===== config.mk =====
export PLATFORM = sky130hd
export DESIGN_NAME = and2_formal_top
export DESIGN_NICKNAME = d
export VERILOG_FILES = /design/src/rtl/and2_formal_top.sv
export SDC_FILE = /design/constraint.sdc
export NUM_CORES = 1
export LEC_CHECK = 0
export ABC_AREA = 0
export BUFFER_PORTS_ARGS = -buffer_cell sky130_fd_sc_hd__buf_2
export CAP_MARGIN = 30
export CORE_AREA = 2 2 39 41
export DETAILED_ROUTE_END_ITERATION = 6
export DIE_AREA = 0 0 41 43
export PLACE_DENSITY = 0.68
export SLEW_MARGIN = 30
export SYNTH_ARGS = -nofsm -noshare
export SYNTH_HDL_FRONTEND = slang
export SYNTH_SLANG_ARGS = --single-unit

===== constraint.sdc =====
create_clock -name clk -period 1.16 [get_ports clk]
set_input_delay 0.232 -clock clk [delete_from_list [all_inputs] [get_ports clk]]
set_output_delay 0.232 -clock clk [all_outputs]
set_load 0.005 [all_outputs]

===== src/rtl/and2_formal_top.sv =====
// ---------------------------------------------------------------------------
// and2_formal_top
//
// Purpose:
//    A single 2-input LUT cell ("fabric") that powers up as an AND gate, plus a
//    hard-wired AND reference. A registered compare flag watches the two
//    results, and an optional saturating counter tallies each time the flag
//    rises. The LUT can be reprogrammed serially, MSB first, so a deliberately
//    wrong table can be loaded to exercise the checker.
//
// Configuration macro:
//    AND2_ERR_COUNT_EN  - when defined, build the mismatch edge detector and
//                         the saturating err_count. When undefined, err_count
//                         is tied to zero and neither register is built.
//
// Parameters:
//    CNT_W      - err_count width, legal range 2..32 (default 16)
//
// Ports:
//    clk        - in  : single clock, rising edge
//    reset      - in  : synchronous, active-high
//    a, b       - in  : operands
//    cfg_en     - in  : LUT shift enable
//    cfg_din    - in  : serial LUT data, shifted in at the LSB
//    c          - out : LUT result lut[{b,a}], combinational
//    c_ref      - out : reference a & b, combinational
//    mismatch   - out : registered compare flag
//    err_count  - out : number of mismatch rising edges, saturating
// ---------------------------------------------------------------------------
module and2_formal_top #(
   parameter int unsigned CNT_W = 16
) (
   input  logic             clk,
   input  logic             reset,
   input  logic             a,
   input  logic             b,
   input  logic             cfg_en,
   input  logic             cfg_din,
   output logic             c,
   output logic             c_ref,
   output logic             mismatch,
   output logic [CNT_W-1:0] err_count
);

   // Reset table: only index {b,a}=2'b11 yields 1, i.e. an AND gate.
   localparam logic [3:0] LUT_AND = 4'b1000;

   logic [3:0] lut_q;
   logic [3:0] lut_d;
   logic       chk_arm_q;
   logic       mismatch_q;
   logic       mismatch_d;

   // The datapath is purely combinational so c and c_ref follow a/b even
   // while reset is held.
   assign c     = lut_q[{b, a}];
   assign c_ref = a & b;

   // Shift register next state. New bits enter at the LSB, so after four
   // enabled cycles the first bit shifted in sits at lut[3].
   // The compare is suppressed until the arm flag is set (the cycle right
   // after reset is skipped) and whenever the table is being rewritten,
   // since a half-loaded table is expected to disagree with the reference.
   always_comb begin
      lut_d      = lut_q;
      mismatch_d = 1'b0;
      if (cfg_en) begin
         lut_d = {lut_q[2:0], cfg_din};
      end
      if (chk_arm_q && !cfg_en) begin
         mismatch_d = c ^ c_ref;
      end
   end

   // Core state. Reset wins over cfg_en, which also throws away any partial
   // shift that was in progress.
   always_ff @(posedge clk) begin
      if (reset) begin
         lut_q      <= LUT_AND;
         chk_arm_q  <= 1'b0;
         mismatch_q <= 1'b0;
      end else begin
         lut_q      <= lut_d;
         chk_arm_q  <= 1'b1;
         mismatch_q <= mismatch_d;
      end
   end

   assign mismatch = mismatch_q;

`ifdef AND2_ERR_COUNT_EN

   localparam logic [CNT_W-1:0] CNT_MAX = '1;
   localparam logic [CNT_W-1:0] CNT_ONE = CNT_W'(1);

   logic             mismatch_prev_q;
   logic             mismatch_rise;
   logic [CNT_W-1:0] err_count_q;
   logic [CNT_W-1:0] err_count_d;

   // A held mismatch is one event: only a 0->1 step of the registered flag
   // counts, so the count lands one cycle after the flag rises.
   // The counter sticks at all-ones rather than wrapping back to zero.
   always_comb begin
      mismatch_rise = mismatch_q & ~mismatch_prev_q;
      err_count_d   = err_count_q;
      if (mismatch_rise && (err_count_q != CNT_MAX)) begin
         err_count_d = err_count_q + CNT_ONE;
      end
   end

   // Event detector and counter registers; only reset clears the count.
   always_ff @(posedge clk) begin
      if (reset) begin
         mismatch_prev_q <= 1'b0;
         err_count_q     <= '0;
      end else begin
         mismatch_prev_q <= mismatch_q;
         err_count_q     <= err_count_d;
      end
   end

   assign err_count = err_count_q;

`else

   assign err_count = '0;

`endif

endmodule


==> results of run 1 <==
==> timing repair <==
action                     4_1_cts  5_1_grt
setup buffers                    1        0
pin swaps                        1        0
gates resized for setup          3        0
hold endpoints to repair         0        0
setup endpoints to repair        1        1
==> worst max-delay path: stages, from the launching register on <==
cell and delay, ns:
dfxtp_2 0.31, nor2b_4 0.11, a211oi_2 0.17, a31oi_1 0.07
buf_2 0.13
==> power breakdown <==
| group | total (W) | internal (W) | switching [W] |
|---|---|---|---|
| sequential | 0.000221 | 0.000217 | 0.00000460 |
| clock | 0.000187 | 0.000117 | 0.0000701 |
| combinational | 0.0000705 | 0.0000313 | 0.0000392 |
| total | 0.000478 | 0.000365 | 0.000114 |
==> flip-flops by register name (all words and copies together), names as in the netlist <==
signal	count
lut_q	4
chk_arm_q	1
mismatch	1
==> layout by cell type (no fill, tap or decap), drive strengths merged, types with 2 or more instances in the layout <==
| master | count |
|---|---|
| nand2 | 3 |
| buf | 10 |
| conb | 16 |
| a211oi | 2 |
| nor2 | 4 |
| dfxtp | 6 |
| mux2i | 4 |
| clkbuf | 3 |
==> cell type report <==
cell class	count	area (µm²)	share of cell area
Sequential cell	6	121.4	0.2939
Tap cell	16	20.02	0.04848
Timing Repair Buffer	10	55.05	0.1333
Multi-Input combinational cell	34	190.2	0.4606
Inverter	1	3.754	0.009091
Clock buffer	3	22.52	0.05455
==> kinds of logic after synthesis <==
logic type	count (synthesis)
and+or+nand+nor	10
DFF	6
AOI/OAI and AO/OA	4
buffers and inverters	18
other	1
muxes	4
==> worst max path at each step <==
stage / endpoint / slack [ns] / cells past startpoint
CTS: c / -0.12 / 4
finish: c / -0.11 / 4
detailed placement: c / 0.05 / 5
global route: c / -0.19 / 4
global placement: c / 0.09 / 5
floorplan: c / 0.20 / 3
==> per-layer routing <==
metal  vias up  routed length (µm)  part of all wire  track usage
met5         -                   0                 0            0
met4         0                   0                 0      0.06000
met3         0                  60              0.12      0.04712
met2        13                 251              0.48      0.09375
met1       110                 209              0.40      0.07443
li1        128                   -                 -            -
==> metrics by stage <==
stage,TNS (ns),hold slack [ns]
final,-0.1070,0.2237
after detailed placement,0,0.4367
after global routing,-0.1928,0.2225
after CTS,-0.1248,0.2141
after global placement,0,0.4294
after floorplan,0,0.3044
==> flow_summary.yaml, run 1 <==
cells_and_area:
  nets: 62
  drive_above_1_share: 0.3333
  diodes: 0
  finish.utilization: 0.2984
  area_delta_synth_final_pct: 8.197
  final_cells: 70
  finish.instance_area_um2: 412.9
  nFillCells: 160
critical_path:
  path_class: "reg -> out"
  cp-end-kind: "output port"
  r2r_setup_slack_ns: 0.27
  reg2reg_depth: 4
  critPathArrivalTime_ns: 1.04
  worstPathRequired_ns: 0.93
  start_kind: "flop"
  crit_start: "lut_q[0]$_SDFFE_PP0P_"
  cp_max_fo: 2
  reg2reg_from: "lut_q[0]$_SDFFE_PP0P_"
  r2r_end: "mismatch$_SDFF_PP0_"
clock_network:
  cts_max_level: 1
  tritoncts: "done"
  cts_buffer_depth: 2
  insertion_delay_ns: 0.24
  holdBufCountCts: 0
  cts.sinks: 6
  clk_pin_slew_ns: 0.05
  root_buffer: "clkbuf_4"
  cts_buffers: 3
placed_design:
  postPlaceCellArea_um2: 374.1
  io_buffers: 8
  placed_cells: 66
  gp_congestion: 0.6404
  place_hpwl_um: 424.9
  post-place-ws_ns: 0.05264
timing:
  fmax_mhz: 789.3
  post-route-period-util: 1.092
  rsz0062_at_grt: "true"
  timing.final.ws_setup_ns: -0.1070
  hold_viol: 0
  fin_crit_ns: 1.267
  finClkSkew_ns: 0.003650
  maxSlewViolCount: 0
  setup_viol: 1
synth:
  synth-seq-cells: 6
  synth_fa_ha_area_frac: 0
  async_flop_share: 0
  synth.distinct_cells: 14
  syn-instance-count: 43
  ys_top_cells_by_area: "dfxtp_1 (31%), buf_4 (31%), mux2i_1 (10%)"
  synth_most_common_cell: "buf_4"
  synth_area_um2: 381.6
  synth_edf_count: 0
  synthMuxAreaShare: 0.1049
  synth_compound_area_frac: 0.09508
  synth_xor_area_frac: 0
  synth_ff_type: "dfxtp_1"
  seq_area_frac_synth: 0.3148
  synth_top_family_by_area: "buffers and inverters"
  synthSimpleGateAreaFrac: 0.1213
  synth_top_area_frac: 0.3148
  ys_warn_count: 0
  synth.avg_cell_area_um2: 8.875
  ys_top_cells_by_count: "buf_4 (16), dfxtp_1 (6), mux2i_1 (4), nor2_1 (4), nand2_1 (3)"
  synth_top_area_cell: "dfxtp_1"
global_route:
  grt_pass1_vias: 206
  grt-ovfl-total: 0
  grt_pass1_wl_um: 779
  grt_max_degree: 7
  antenna_found_initial: 0
  grt_use_total: 0.07143
die:
  dieWidth_um: 41
  floorplan.initialDensity: 0.2758
  dieArea_mm2: 0.001763
  dieHeight_um: 43
  design.core.area_mm2: 0.001384
  rows: 14
  ioPinCount: 25
route:
  avgRoutedWirePerCell_um: 7.443
  vias: 251
  drc_errors: 0
  firstDrtPassIters: 1
  routed_wl_um: 521
  ant_nets: 0
  drt_iter0_markers: 0
  viasPerCell: 3.586
worst_hold_path:
  min_path_type: "in -> reg"
  whs_endpoint: "mismatch$_SDFF_PP0_"
  worstHoldPathCells: 2
  min-delay-start: "b"
pwr:
  leakage_nw: 0.2161
  p_per_area_mw_per_mm2: 1159
  max-vdd-ir-drop_uv: 441.3
  power_w: 0.0004785
run:
  max_cap_viol_count: 0
outcome:
  status: "finished with violations"
  violations: "negative setup slack"
Note: power is estimated with default switching activity, not from simulation.
==> run 2: changes to the inputs <==
--- a/config.mk
+++ b/config.mk
@@ -12,6 +12,7 @@
 export DETAILED_ROUTE_END_ITERATION = 6
 export DIE_AREA = 0 0 41 43
 export PLACE_DENSITY = 0.68
+export RECOVER_POWER = 50
 export SLEW_MARGIN = 30
 export SYNTH_ARGS = -nofsm -noshare
 export SYNTH_HDL_FRONTEND = slang
==> flow_summary.yaml, run 2 (synthesis gave the netlist of run 1 again) <==
global_route:
  grt_pass1_vias: 206
  grt_use_total: 0.07143
  grt_pass1_wl_um: 779
  antenna_found_initial: 0
  grt-ovfl-total: 0
  grt_max_degree: 7
placed_design:
  postPlaceCellArea_um2: 374.1
  post-place-ws_ns: 0.05264
  gp_congestion: 0.6404
  place_hpwl_um: 424.9
  io_buffers: 8
timing:
  fmax_mhz: 789.3
  maxSlewViolCount: 0
  post-route-period-util: 1.092
  hold_viol: 0
  fin_crit_ns: 1.267
  finClkSkew_ns: 0.003650
  rsz0062_at_grt: "true"
  timing.final.ws_setup_ns: -0.1070
  setup_viol: 1
cells_and_area:
  diodes: 0
  top_register: "lut_q"
  nets: 62
  finish.utilization: 0.2975
  final_common_cell: "conb_1"
  finish.instance_area_um2: 411.6
  area_delta_synth_final_pct: 7.869
  final_cell_mix: "conb_1 (16), buf_2 (7), dfxtp_1 (5), mux2i_1 (4), nor2_1 (4)"
  drive_above_1_share: 0.3148
  largest_reg_flops: 4
route:
  avgRoutedWirePerCell_um: 7.471
  ant_nets: 0
  firstDrtPassIters: 1
  drc_errors: 0
  drt_iter0_markers: 0
  viasPerCell: 3.586
  vias: 251
  routed_wl_um: 523
clock_network:
  cts.sinks: 6
  cts_max_level: 1
  insertion_delay_ns: 0.24
  tritoncts: "done"
  root_buffer: "clkbuf_4"
  cts_buffers: 3
  holdBufCountCts: 0
  clk_pin_slew_ns: 0.05
  cts_buffer_depth: 2
critical_path:
  crit_start: "lut_q[0]$_SDFFE_PP0P_"
  critPathArrivalTime_ns: 1.04
  cpPeakStageDelay_ns: 0.31
  cp_max_fo: 2
  start_kind: "flop"
  reg2reg_from: "lut_q[0]$_SDFFE_PP0P_"
  path_class: "reg -> out"
  r2r_setup_slack_ns: 0.27
  worstPathCellList: "nor2b_4 -> a211oi_2 -> a31oi_1 -> buf_2"
  worstPathRequired_ns: 0.93
  cp-end-kind: "output port"
  crit_slowest_cell: "dfxtp_2"
die:
  ioPinCount: 25
  floorplan.initialDensity: 0.2758
  rows: 14
  design.core.area_mm2: 0.001384
  dieWidth_um: 41
  dieArea_mm2: 0.001763
  dieHeight_um: 43
run:
  max_cap_viol_count: 0
outcome:
  status: "finished with violations"
  violations: "negative setup slack"
pwr:
  leakage_nw: 0.2133
  p_per_area_mw_per_mm2: 1161
  max-vdd-ir-drop_uv: 441.3
worst_hold_path:
  min-delay-start: "b"
  min_path_type: "in -> reg"
==> run 2: cell types whose count changed in the layout (fill, tap and decap cells not counted) <==
cell      change
buf_2         -1
clkbuf_1      +1
==> run 2: routing by layer <==
metal,track usage,vias up,share of wire
met5,0,-,0
met4,0.06000,0,0
met3,0.04712,0,0.12
met2,0.09375,13,0.48
met1,0.07443,110,0.40
li1,-,128,-
==> run 2: cell type report <==
| class | count | area (µm²) |
|---|---|---|
| repair buffers | 10 | 53.80 |
| clock buffers | 3 | 22.52 |
| multi-input cells | 34 | 190.2 |
| fillers | 161 | 972.2 |
| flip-flops and latches | 6 | 121.4 |
| inverters | 1 | 3.754 |
| well taps | 16 | 20.02 |
==> run 2: report_power, final <==
part            total, W  leakage (nW)  internal [W]  switching, W
sequential      0.000221        0.0498      0.000217    0.00000460
clock           0.000187        0.0138      0.000117     0.0000701
combinational  0.0000700         0.150     0.0000308     0.0000392
==> run 2: per-stage QoR <==
stage	total power (W)	setup TNS [ns]	cells	hold slack, ns
floorplan	0.0003050	0	58	0.3044
global placement	0.0002878	0	66	0.4294
detailed placement	0.0002894	0	66	0.4367
CTS	0.0004894	-0.1248	70	0.2141
global route	0.0005147	-0.1928	70	0.2225
finish	0.0004780	-0.1070	70	0.2237
==> run 2: what timing repair did <==
action                     CTS  global route
gates resized for setup      3             0
pin swaps                    1             0
setup buffers                1             0
setup endpoints to repair    1             1
==> run 2: critical path, delay by kind of cell, from the launching register on <==
kind,cells,cell delay [ns]
flip-flops,1,0.31
AO/OA/AOI/OAI,2,0.24
buffers and inverters,1,0.13
AND/OR/NAND/NOR,1,0.11
==> run 2: worst paths after layout <==
kind,end,depth (start not counted)
hold / removal,mismatch$_SDFF_PP0_,2
setup / recovery,c,4
setup reg to reg,mismatch$_SDFF_PP0_,4
hold reg to reg,mismatch$_SDFF_PP0_,2
==> run 3: changes to the inputs <==
--- a/config.mk
+++ b/config.mk
@@ -11,6 +11,7 @@
 export CORE_AREA = 2 2 39 41
 export DETAILED_ROUTE_END_ITERATION = 6
 export DIE_AREA = 0 0 41 43
+export GPL_ROUTABILITY_DRIVEN = 0
 export PLACE_DENSITY = 0.68
 export RECOVER_POWER = 50
 export SLEW_MARGIN = 30
==> constraint.sdc (replaced) <==
create_clock -name clk -period 1.4 [get_ports clk]
set_input_delay 0.28 -clock clk [delete_from_list [all_inputs] [get_ports clk]]
set_output_delay 0.28 -clock clk [all_outputs]
set_load 0.005 [all_outputs]
==> flow_summary.yaml, run 3 (synthesis gave the netlist of run 1 again) <==
route:
  firstDrtPassIters: 2
  drt_iter0_markers: 4
  ant_nets: 0
  drc_errors: 0
  avgRoutedWirePerCell_um: 6.957
  vias: 254
  routed_wl_um: 480
  viasPerCell: 3.681
clock_network:
  holdBufCountCts: 0
  clk_pin_slew_ns: 0.04
  cts.sinks: 6
  cts_max_level: 1
  cts_buffers: 3
  insertion_delay_ns: 0.23
  cts_buffer_depth: 2
  tritoncts: "done"
  root_buffer: "clkbuf_4"
cells_and_area:
  finish.utilization: 0.2920
  drive_above_1_share: 0.3019
  nets: 61
  finish.instance_area_um2: 404.1
  top_register: "lut_q"
  largest_reg_flops: 4
  final_common_cell: "conb_1"
  final_cells: 69
  area_delta_synth_final_pct: 5.902
  final_cell_mix: "conb_1 (16), buf_2 (7), dfxtp_1 (5), mux2i_1 (4), nor2_1 (4)"
  diodes: 0
die:
  dieArea_mm2: 0.001763
  ioPinCount: 25
  floorplan.initialDensity: 0.2758
  dieHeight_um: 43
  rows: 14
  design.core.area_mm2: 0.001384
  dieWidth_um: 41
critical_path:
  start_kind: "flop"
  cp_max_fo: 3
  cp-end-kind: "output port"
  critPathArrivalTime_ns: 1.08
  worstPathRequired_ns: 1.12
  r2r_setup_slack_ns: 0.44
  path_class: "reg -> out"
placed_design:
  post-place-ws_ns: 0.2032
  io_buffers: 8
  postPlaceCellArea_um2: 366.6
  place_hpwl_um: 406
  placed_cells: 65
pwr:
  p_int_w: 0.0002994
  p_clk_frac: 0.383
  p_switching_w: 0.00008738
  combPwrFrac: 0.142
  seq_power_share: 0.476
  max-vdd-ir-drop_uv: 340.6
  swShare: 0.2259
  p_per_area_mw_per_mm2: 957.0
  leakage_nw: 0.2086
global_route:
  grt_pass1_vias: 167
  grt_max_degree: 7
  grt_pass1_wl_um: 607
  antenna_found_initial: 0
  grt-ovfl-total: 0
  grt_use_total: 0.05433
run:
  max_cap_viol_count: 0
timing:
  fin_crit_ns: 1.361
  timing.final.ws_setup_ns: 0.03920
  rsz0062_at_grt: "true"
  fmax_mhz: 734.9
  maxSlewViolCount: 0
  post-route-period-util: 0.9720
  finClkSkew_ns: 0.001799
  hold_viol: 0
  setup_viol: 0
outcome:
  status: "finished clean"
worst_hold_path:
  min_path_type: "in -> reg"
## run 3: cell count changes in the layout (fill, tap and decap cells not counted), sizes merged
| cell | previous run | this run |
|---|---|---|
| buf | 9 | 8 |
## run 3: worst paths after layout
| kind | endpoint | cells after the start | start |
|---|---|---|---|
| max | c | 4 | lut_q[0]$_SDFFE_PP0P_ |
| min | mismatch$_SDFF_PP0_ | 2 | b |
| max reg2reg | mismatch$_SDFF_PP0_ | 4 | lut_q[0]$_SDFFE_PP0P_ |
| min reg2reg | mismatch$_SDFF_PP0_ | 2 | chk_arm_q$_DFF_P_ |
## run 3: per-stage QoR
| stage | TNS [ns] | total power [W] | hold slack (ns) |
|---|---|---|---|
| final | 0 | 0.0003867 | 0.2783 |
| after global routing | -0.006614 | 0.0004118 | 0.2833 |
| after CTS | 0 | 0.0003908 | 0.2645 |
| after detailed placement | 0 | 0.0002362 | 0.4353 |
| after global placement | 0 | 0.0002351 | 0.4318 |
| after floorplan | 0 | 0.0002527 | 0.3524 |
## run 3: per-layer routing
metal,vias to the layer above,global-route usage,wire length [µm]
met4,0,0.04000,0
met3,0,0.03141,63
met2,13,0.07813,226
met5,-,0,0
li1,128,-,-
met1,113,0.05502,191
## run 3: power groups by stage
stage	logic [W]	clock network (W)	registers, W
6_report	0.0000548	0.000148	0.000184
5_1_grt	0.0000633	0.000164	0.000185
4_1_cts	0.0000499	0.000157	0.000183
3_5_place_dp	0.0000497	0	0.000186
3_3_place_gp	0.0000489	0	0.000186
2_1_floorplan	0.0000674	0	0.000185
## run 3: worst max-delay path: stages, from the launching register on
cell	delay, ns
dfxtp_2	0.32
nor2b_4	0.12
a211oi_2	0.22
a31oi_1	0.06
buf_2	0.13
## run 3: final cells by class
type / count / area [µm²]
tap: 16 / 20.02
sequential: 6 / 121.4
fill: 159 / 979.7
clock buffer: 3 / 22.52
multi-input combinational: 34 / 190.2
timing repair buffer: 9 / 46.29
inverter: 1 / 3.754
## run 3: repair_timing
item / in CTS / in global routing
pin swaps: 1 / 1
buffers inserted: 0 / 1
setup endpoints to repair: 1 / 1
gates resized for setup: 0 / 3
